### src/rtl/pipeline_hazard_ctrl_if.sv
// Hazard-information and stage-control bundle shared between the five-stage datapath
// and the stall/flush/halt sequencer.
interface pipeline_hazard_ctrl_if #(parameter int CNT_W = 16);
    logic             mem_busy;
    logic [3:0]       ID_opcode;
    logic [3:0]       ID_rs_reg;
    logic [3:0]       ID_rt_reg;
    logic             ID_uses_rs;
    logic             ID_uses_rt;
    logic             ID_branch_taken;
    logic             ID_Hlt;
    logic [3:0]       EX_opcode;
    logic [3:0]       EX_rd_reg;
    logic             EX_MemRead;
    logic             EX_RegWrite;
    logic [3:0]       MEM_rd_reg;
    logic             MEM_MemRead;
    logic             PC_en;
    logic             IF_ID_en;
    logic             ID_EX_en;
    logic             EX_MEM_en;
    logic             MEM_WB_en;
    logic             IF_ID_flush;
    logic             ID_EX_flush;
    logic             halted;
    logic [CNT_W-1:0] stall_cnt;

    modport master (
        output mem_busy, ID_opcode, ID_rs_reg, ID_rt_reg, ID_uses_rs, ID_uses_rt,
               ID_branch_taken, ID_Hlt, EX_opcode, EX_rd_reg, EX_MemRead, EX_RegWrite,
               MEM_rd_reg, MEM_MemRead,
        input  PC_en, IF_ID_en, ID_EX_en, EX_MEM_en, MEM_WB_en, IF_ID_flush, ID_EX_flush,
               halted, stall_cnt
    );

    modport slave (
        input  mem_busy, ID_opcode, ID_rs_reg, ID_rt_reg, ID_uses_rs, ID_uses_rt,
               ID_branch_taken, ID_Hlt, EX_opcode, EX_rd_reg, EX_MemRead, EX_RegWrite,
               MEM_rd_reg, MEM_MemRead,
        output PC_en, IF_ID_en, ID_EX_en, EX_MEM_en, MEM_WB_en, IF_ID_flush, ID_EX_flush,
               halted, stall_cnt
    );
endinterface

### src/rtl/pipeline_hazard_ctrl.sv
// Stall/flush/halt sequencer for the five-stage pipeline: hazard detection against ID,
// wrong-path squash on taken branches, post-HLT drain and a saturating stall counter.
module pipeline_hazard_ctrl #(
    parameter int CNT_W = 16
) (
    input  logic                 clk,
    input  logic                 rst,
    pipeline_hazard_ctrl_if.slave hz
);
    typedef enum logic [1:0] {RUN, DRAIN, HALTED} state_t;

    localparam logic [3:0] OP_B  = 4'b1100;
    localparam logic [3:0] OP_BR = 4'b1101;

    state_t           state, state_nxt;
    logic [1:0]       drain_cnt, drain_nxt;
    logic [CNT_W-1:0] stall_q;
    logic             rst_sync_p0, rst_sync_p1;
    logic             run_ok;
    logic             load_use, flag_haz, br_haz, hazard;
    logic             stall_evt;
    logic             pc_en, if_id_en, id_ex_en, ex_mem_en, mem_wb_en;
    logic             if_id_flush, id_ex_flush;

    function automatic logic [CNT_W-1:0] sat_inc(input logic [CNT_W-1:0] v);
        return (&v) ? v : v + 1'b1;
    endfunction

    function automatic logic writes_flags(input logic [3:0] op);
        case (op)
            4'b0000, 4'b0001, 4'b0010, 4'b0100, 4'b0101, 4'b0110: return 1'b1;
            default:                                              return 1'b0;
        endcase
    endfunction

    assign load_use = hz.EX_MemRead && (hz.EX_rd_reg != 4'd0) &&
                      ((hz.ID_uses_rs && (hz.EX_rd_reg == hz.ID_rs_reg)) ||
                       (hz.ID_uses_rt && (hz.EX_rd_reg == hz.ID_rt_reg)));
    assign flag_haz = ((hz.ID_opcode == OP_B) || (hz.ID_opcode == OP_BR)) &&
                      writes_flags(hz.EX_opcode);
    // BR needs its target register in ID; a LW keeps it unavailable through MEM.
    assign br_haz   = (hz.ID_opcode == OP_BR) && (hz.ID_rs_reg != 4'd0) &&
                      ((hz.EX_RegWrite && (hz.EX_rd_reg == hz.ID_rs_reg)) ||
                       (hz.MEM_MemRead && (hz.MEM_rd_reg == hz.ID_rs_reg)));
    assign hazard   = load_use || flag_haz || br_haz;
    assign run_ok   = rst_sync_p1;

    always_comb begin
        state_nxt   = state;
        drain_nxt   = drain_cnt;
        stall_evt   = 1'b0;
        pc_en       = 1'b0;
        if_id_en    = 1'b0;
        id_ex_en    = 1'b0;
        ex_mem_en   = 1'b0;
        mem_wb_en   = 1'b0;
        if_id_flush = 1'b0;
        id_ex_flush = 1'b0;
        if (run_ok) begin
            case (state)
                RUN: begin
                    stall_evt = hz.mem_busy || hazard;
                    if (hz.mem_busy) begin
                        pc_en = 1'b0;
                    end else if (hazard) begin
                        id_ex_en    = 1'b1;
                        ex_mem_en   = 1'b1;
                        mem_wb_en   = 1'b1;
                        id_ex_flush = 1'b1;
                    end else begin
                        pc_en     = !hz.ID_Hlt || hz.ID_branch_taken;
                        if_id_en  = 1'b1;
                        id_ex_en  = 1'b1;
                        ex_mem_en = 1'b1;
                        mem_wb_en = 1'b1;
                        if_id_flush = hz.ID_branch_taken || hz.ID_Hlt;
                        if (!hz.ID_branch_taken && hz.ID_Hlt) begin
                            state_nxt = DRAIN;
                            drain_nxt = 2'd0;
                        end
                    end
                end
                DRAIN: begin
                    stall_evt = hz.mem_busy || hazard;
                    if (!hz.mem_busy) begin
                        if_id_en    = 1'b1;
                        id_ex_en    = 1'b1;
                        ex_mem_en   = 1'b1;
                        mem_wb_en   = 1'b1;
                        if_id_flush = 1'b1;
                        drain_nxt   = drain_cnt + 2'd1;
                        if (drain_cnt == 2'd2) state_nxt = HALTED;
                    end
                end
                default: state_nxt = HALTED;
            endcase
        end
    end

    // Reset release is re-timed to clk so every consumer leaves reset on the same edge.
    always_ff @(posedge clk or negedge rst) begin
        if (!rst) begin
            rst_sync_p0 <= 1'b0;
            rst_sync_p1 <= 1'b0;
        end else begin
            rst_sync_p0 <= 1'b1;
            rst_sync_p1 <= rst_sync_p0;
        end
    end

    always_ff @(posedge clk or negedge rst) begin
        if (!rst) begin
            state     <= RUN;
            drain_cnt <= 2'd0;
            stall_q   <= '0;
        end else if (run_ok) begin
            state     <= state_nxt;
            drain_cnt <= drain_nxt;
            if (stall_evt) stall_q <= sat_inc(stall_q);
        end
    end

    assign hz.PC_en       = pc_en;
    assign hz.IF_ID_en    = if_id_en;
    assign hz.ID_EX_en    = id_ex_en;
    assign hz.EX_MEM_en   = ex_mem_en;
    assign hz.MEM_WB_en   = mem_wb_en;
    assign hz.IF_ID_flush = if_id_flush;
    assign hz.ID_EX_flush = id_ex_flush;
    assign hz.halted      = (state == HALTED);
    assign hz.stall_cnt   = stall_q;
endmodule

### src/flat_wrapper.sv
// flat-port wrapper written by rule: the top's interface ports become plain ports
module pipeline_hazard_ctrl_flat 
#(
    parameter int CNT_W = 16
)
  (clk, rst, hz_mem_busy, hz_ID_opcode, hz_ID_rs_reg, hz_ID_rt_reg, hz_ID_uses_rs, hz_ID_uses_rt, hz_ID_branch_taken, hz_ID_Hlt, hz_EX_opcode, hz_EX_rd_reg, hz_EX_MemRead, hz_EX_RegWrite, hz_MEM_rd_reg, hz_MEM_MemRead, hz_PC_en, hz_IF_ID_en, hz_ID_EX_en, hz_EX_MEM_en, hz_MEM_WB_en, hz_IF_ID_flush, hz_ID_EX_flush, hz_halted, hz_stall_cnt);
  pipeline_hazard_ctrl_if #(.CNT_W(CNT_W)) hz_i ();
  input  logic clk;
  input  logic rst;
  input wire logic [$bits(hz_i.mem_busy)-1:0] hz_mem_busy;
  input wire logic [$bits(hz_i.ID_opcode)-1:0] hz_ID_opcode;
  input wire logic [$bits(hz_i.ID_rs_reg)-1:0] hz_ID_rs_reg;
  input wire logic [$bits(hz_i.ID_rt_reg)-1:0] hz_ID_rt_reg;
  input wire logic [$bits(hz_i.ID_uses_rs)-1:0] hz_ID_uses_rs;
  input wire logic [$bits(hz_i.ID_uses_rt)-1:0] hz_ID_uses_rt;
  input wire logic [$bits(hz_i.ID_branch_taken)-1:0] hz_ID_branch_taken;
  input wire logic [$bits(hz_i.ID_Hlt)-1:0] hz_ID_Hlt;
  input wire logic [$bits(hz_i.EX_opcode)-1:0] hz_EX_opcode;
  input wire logic [$bits(hz_i.EX_rd_reg)-1:0] hz_EX_rd_reg;
  input wire logic [$bits(hz_i.EX_MemRead)-1:0] hz_EX_MemRead;
  input wire logic [$bits(hz_i.EX_RegWrite)-1:0] hz_EX_RegWrite;
  input wire logic [$bits(hz_i.MEM_rd_reg)-1:0] hz_MEM_rd_reg;
  input wire logic [$bits(hz_i.MEM_MemRead)-1:0] hz_MEM_MemRead;
  output wire logic [$bits(hz_i.PC_en)-1:0] hz_PC_en;
  output wire logic [$bits(hz_i.IF_ID_en)-1:0] hz_IF_ID_en;
  output wire logic [$bits(hz_i.ID_EX_en)-1:0] hz_ID_EX_en;
  output wire logic [$bits(hz_i.EX_MEM_en)-1:0] hz_EX_MEM_en;
  output wire logic [$bits(hz_i.MEM_WB_en)-1:0] hz_MEM_WB_en;
  output wire logic [$bits(hz_i.IF_ID_flush)-1:0] hz_IF_ID_flush;
  output wire logic [$bits(hz_i.ID_EX_flush)-1:0] hz_ID_EX_flush;
  output wire logic [$bits(hz_i.halted)-1:0] hz_halted;
  output wire logic [$bits(hz_i.stall_cnt)-1:0] hz_stall_cnt;
  assign hz_i.mem_busy = hz_mem_busy;
  assign hz_i.ID_opcode = hz_ID_opcode;
  assign hz_i.ID_rs_reg = hz_ID_rs_reg;
  assign hz_i.ID_rt_reg = hz_ID_rt_reg;
  assign hz_i.ID_uses_rs = hz_ID_uses_rs;
  assign hz_i.ID_uses_rt = hz_ID_uses_rt;
  assign hz_i.ID_branch_taken = hz_ID_branch_taken;
  assign hz_i.ID_Hlt = hz_ID_Hlt;
  assign hz_i.EX_opcode = hz_EX_opcode;
  assign hz_i.EX_rd_reg = hz_EX_rd_reg;
  assign hz_i.EX_MemRead = hz_EX_MemRead;
  assign hz_i.EX_RegWrite = hz_EX_RegWrite;
  assign hz_i.MEM_rd_reg = hz_MEM_rd_reg;
  assign hz_i.MEM_MemRead = hz_MEM_MemRead;
  assign hz_PC_en = hz_i.PC_en;
  assign hz_IF_ID_en = hz_i.IF_ID_en;
  assign hz_ID_EX_en = hz_i.ID_EX_en;
  assign hz_EX_MEM_en = hz_i.EX_MEM_en;
  assign hz_MEM_WB_en = hz_i.MEM_WB_en;
  assign hz_IF_ID_flush = hz_i.IF_ID_flush;
  assign hz_ID_EX_flush = hz_i.ID_EX_flush;
  assign hz_halted = hz_i.halted;
  assign hz_stall_cnt = hz_i.stall_cnt;
  pipeline_hazard_ctrl #(.CNT_W(CNT_W)) u_core (.clk(clk), .rst(rst), .hz(hz_i));
endmodule
### config.mk
export PLATFORM = sky130hd
export DESIGN_NAME = pipeline_hazard_ctrl_flat
export DESIGN_NICKNAME = d
export VERILOG_FILES = /design/src/rtl/pipeline_hazard_ctrl_if.sv /design/src/rtl/pipeline_hazard_ctrl.sv /design/src/flat_wrapper.sv
export SDC_FILE = /design/constraint.sdc
export NUM_CORES = 1
export LEC_CHECK = 0
export BUFFER_PORTS_ARGS = -buffer_cell sky130_fd_sc_hd__buf_2
export CAP_MARGIN = 20
export CORE_UTILIZATION = 45
export CTS_CLUSTER_DIAMETER = 30
export CTS_CLUSTER_SIZE = 28
export DETAILED_ROUTE_END_ITERATION = 16
export PLACE_DENSITY = 0.85
export SLEW_MARGIN = 25
export SYNTH_ARGS = -nofsm -noshare
export SYNTH_HDL_FRONTEND = slang
export SYNTH_SLANG_ARGS = --single-unit
### constraint.sdc
create_clock -name clk -period 2.49 [get_ports clk]
set_clock_uncertainty 0.2 [all_clocks]
set_input_delay 0.249 -clock clk [delete_from_list [all_inputs] [get_ports clk]]
set_output_delay 0.249 -clock clk [all_outputs]
set_load 0.01 [all_outputs]
==> flow_summary_export.csv <==
group,metric,value,unit
status,status,"complete, but fails checks",
status,violations,"DRC",
synthesis,syn_inst,141,
final_layout,nFillCells,266,
final_layout,mostFrequentLayoutCell,"buf_2",
final_layout,layout_common_cells,"56 x buf_2, 22 x dfrtp_1, 20 x xnor2_1, 11 x nand2_1, 9 x nand3_1",
final_layout,final_area,0.00173,mm2
route,ant_nets,0,
clocking,cts_made_buffers,3,
flow_run,drv_cap,0,
sta,tns,0,ns
global_routing,overflow,0,
worst_setup_path,worstPathRequired,2.04,ns
sta,rsz0062_at_grt,"no",
hold_path,hold_end,"u_core.state[1]",
place,dpl.cell_count,227,
hold_path,worstHoldStart,"hz_mem_busy",
place,io_buffers,56,
die,ios,58,
synthesis,async_reset_ff_share,100,%
clocking,post_cts_buffers,0,
route,via_per_inst,5.48,
global_routing,grt_pass1_vias,1183,
global_routing,antenna_found_initial,0,
sta,period_share,92.3,%
place,place_ws,0.173,ns
hold_path,hold_depth,3,
global_routing,grt_pass1_wl,4.85,mm
synthesis,synth_area,0.00137,mm2
pwr,leakage,0.815,nW
final_layout,instances_no_fill,232,
synthesis,synth_warnings,0,
synthesis,syn_area_per_cell,9.70,um2
final_layout,syn_to_final_growth,26.4,%
sta,worst_slack,0.193,ns
clocking,worstSkewPairLatency,0.32,ns
sta,slew-limit-headroom,63.8,%
synthesis,syn_nets,177,
sta,worst_pin_slew,0.530,ns
synthesis,yosys_most_used_dff,"dfrtp_1",
final_layout,final_nets,238,
die,core-area,0.00283,mm2
sta,setup_violations,0,
worst_setup_path,worstPathCellList,"buf_2 -> o41a_1 -> and2_1 -> a2bb2oi_2 -> o211ai_4 -> o21a_1 -> a211oi_1 -> buf_2",
synthesis,synth_cell_types,40,
sta,slew_viol_final,0,
sta,hold_viol,0,
worst_setup_path,crit_top_cell,"buf_2",
route,first_pass_iters,10,
worst_setup_path,r2r_setup_slack,0.28,ns
clocking,cts_tree,"done",
pwr,ir_drop,0.254,mV
route,drc,5,
synthesis,synth_enable_flop_cells,0,
sta,timing.fmax,0.435,GHz
synthesis,ys_ff_latch,22,
place,dpl_cell_area,0.00168,mm2
worst_setup_path,timing_worst_setup_path_type,"input port to output port",
route,wl_per_cell,12.9,um
global_routing,grt_max_degree,23,
clocking,cts_root_buffer,"clkbuf_4",
synthesis,seq_area_frac_synth,40.3,%
die,initial_core_util,48.3,%
worst_setup_path,slowest_delay,0.43,ns
clocking,clk_path_buf_depth,2,
place,place.gp.congestion,0.804,
final_layout,drive_gt1_share,34.3,%
pwr,powerDensity,640,mW/mm2
final_layout,num_antenna_cells,0,
die,die_area,0.00326,mm2
die,die_h,57.1,um
hold_path,min_path_type,"input port to flop",
worst_setup_path,arrival,1.85,ns
clocking,htree_levels,1,
worst_setup_path,endpoint_kind,"output port",
place,dpl.hpwl,2.36,mm
worst_setup_path,reg2reg_to,"u_core.hz.stall_cnt[1]",
sta,min_period,2.30,ns
worst_setup_path,r2r_cells,6,
clocking,clkTransAtPathRegs,0.12,ns
route,drtIter0Drc,23,
route,drt-total-wl,3.00,mm
worst_setup_path,rr_startpoint,"u_core.hz.stall_cnt[0]",
worst_setup_path,critPathSlowestCell,"o41a_1",
global_routing,grt_usage,19.3,%
clocking,cts_sinks,22,
worst_setup_path,path_max_fanout,3,
pwr,p_total,1.11,mW
die,core.rowCount,19,
route,num_vias,1271,
worst_setup_path,start_kind,"input port",
die,die_w,57.1,um
==> routing by layer <==
| layer | part of all wire, % | up-vias | global-route usage [%] |
|---|---|---|---|
| li1 | - | 621 | - |
| met1 | 44 | 592 | 23.4 |
| met2 | 50 | 51 | 34.3 |
| met3 | 4.4 | 7 | 2.04 |
| met4 | 2.0 | 0 | 9.41 |
| met5 | 0 | - | 0 |
==> flip-flops by register name, summed over array words and instances, names as in the netlist <==
register and cells:
u_core.rst_sync_p1 1, u_core.drain_cnt 2, u_core.state 2, u_core.hz.stall_cnt 16, u_core.rst_sync_p0 1
==> metrics by stage <==
| step | util [%] | hold WS (ns) |
|---|---|---|
| floorplan | - | -0.247 |
| global placement | 59.5 | 0.0380 |
| detailed placement | 59.5 | 0.0427 |
| CTS | 61.1 | 0.152 |
| global route | 61.1 | 0.162 |
| finish | 61.1 | 0.157 |
==> cell usage after synthesis (2+ instances only) <==
cell	instances	area, um2
clkbuf_1	2	7.51
inv_1	4	15.0
xor2_1	7	61.3
nand4_1	8	50.1
o21ai_1	2	10.0
o21a_1	3	22.5
nor4_1	2	12.5
a21oi_1	2	10.0
buf_4	2	15.0
nor2b_1	5	31.3
and3_1	4	25.0
nand3_1	9	45.0
dfrtp_1	22	551
nor3_1	6	30.0
xnor2_1	20	175
nor2_1	8	30.0
ha_1	2	25.0
nand2_1	11	41.3
==> power breakdown <==
part | switching [mW] | leakage, nW | internal [mW]
clock | 0.110 | 0.0210 | 0.0895
sequential | 0.0892 | 0.287 | 0.428
combinational | 0.196 | 0.507 | 0.194
total | 0.395 | 0.815 | 0.711
==> worst max-delay path, delay by kind of cell <==
kind | cells | cell delay, ns
AOI/OAI and AO/OA | 5 | 1.14
buffers and inverters | 2 | 0.28
and+or+nand+nor | 1 | 0.18
==> cell families after synthesis <==
logic type / count (synthesis) / synth area share, %
adders and majority gates: 2 / 1.83
and+or+nand+nor: 61 / 24.8
xor gates and xnor gates: 27 / 17.3
DFF: 22 / 40.3
buffers and inverters: 9 / 3.57
other: 1 / 0.274
AOI/OAI and AO/OA: 18 / 11.2
muxes: 1 / 0.823
==> timing repair <==
action	in CTS	in global routing
gates resized for setup	0	0
hold endpoints to repair	22	0
hold buffers	1	0
==> worst max-delay path by stage <==
stage / start / endpoint / slack, ns / cells after the start
after global placement: hz_EX_rd_reg[0] / hz_IF_ID_flush / 0.20 / 8
final: hz_EX_rd_reg[0] / hz_IF_ID_flush / 0.19 / 8
after CTS: hz_EX_rd_reg[0] / hz_IF_ID_flush / 0.18 / 8
after global routing: hz_EX_rd_reg[0] / hz_IF_ID_flush / 0.08 / 8
after floorplan: hz_EX_rd_reg[0] / hz_PC_en / 0.32 / 6
after detailed placement: hz_EX_rd_reg[1] / u_core.hz.stall_cnt[1] / 0.17 / 8
==> final cells by class <==
cell class / instances / area (um2) / share of cell area [%]
tap: 31 / 38.8 / 2.24
clock buffer: 4 / 36.3 / 2.10
inverter: 4 / 15.0 / 0.868
multi-input combinational: 110 / 768 / 44.4
sequential: 22 / 551 / 31.8
timing repair buffer: 61 / 320 / 18.5
No activity file was read; power rests on OpenSTA's default activity.
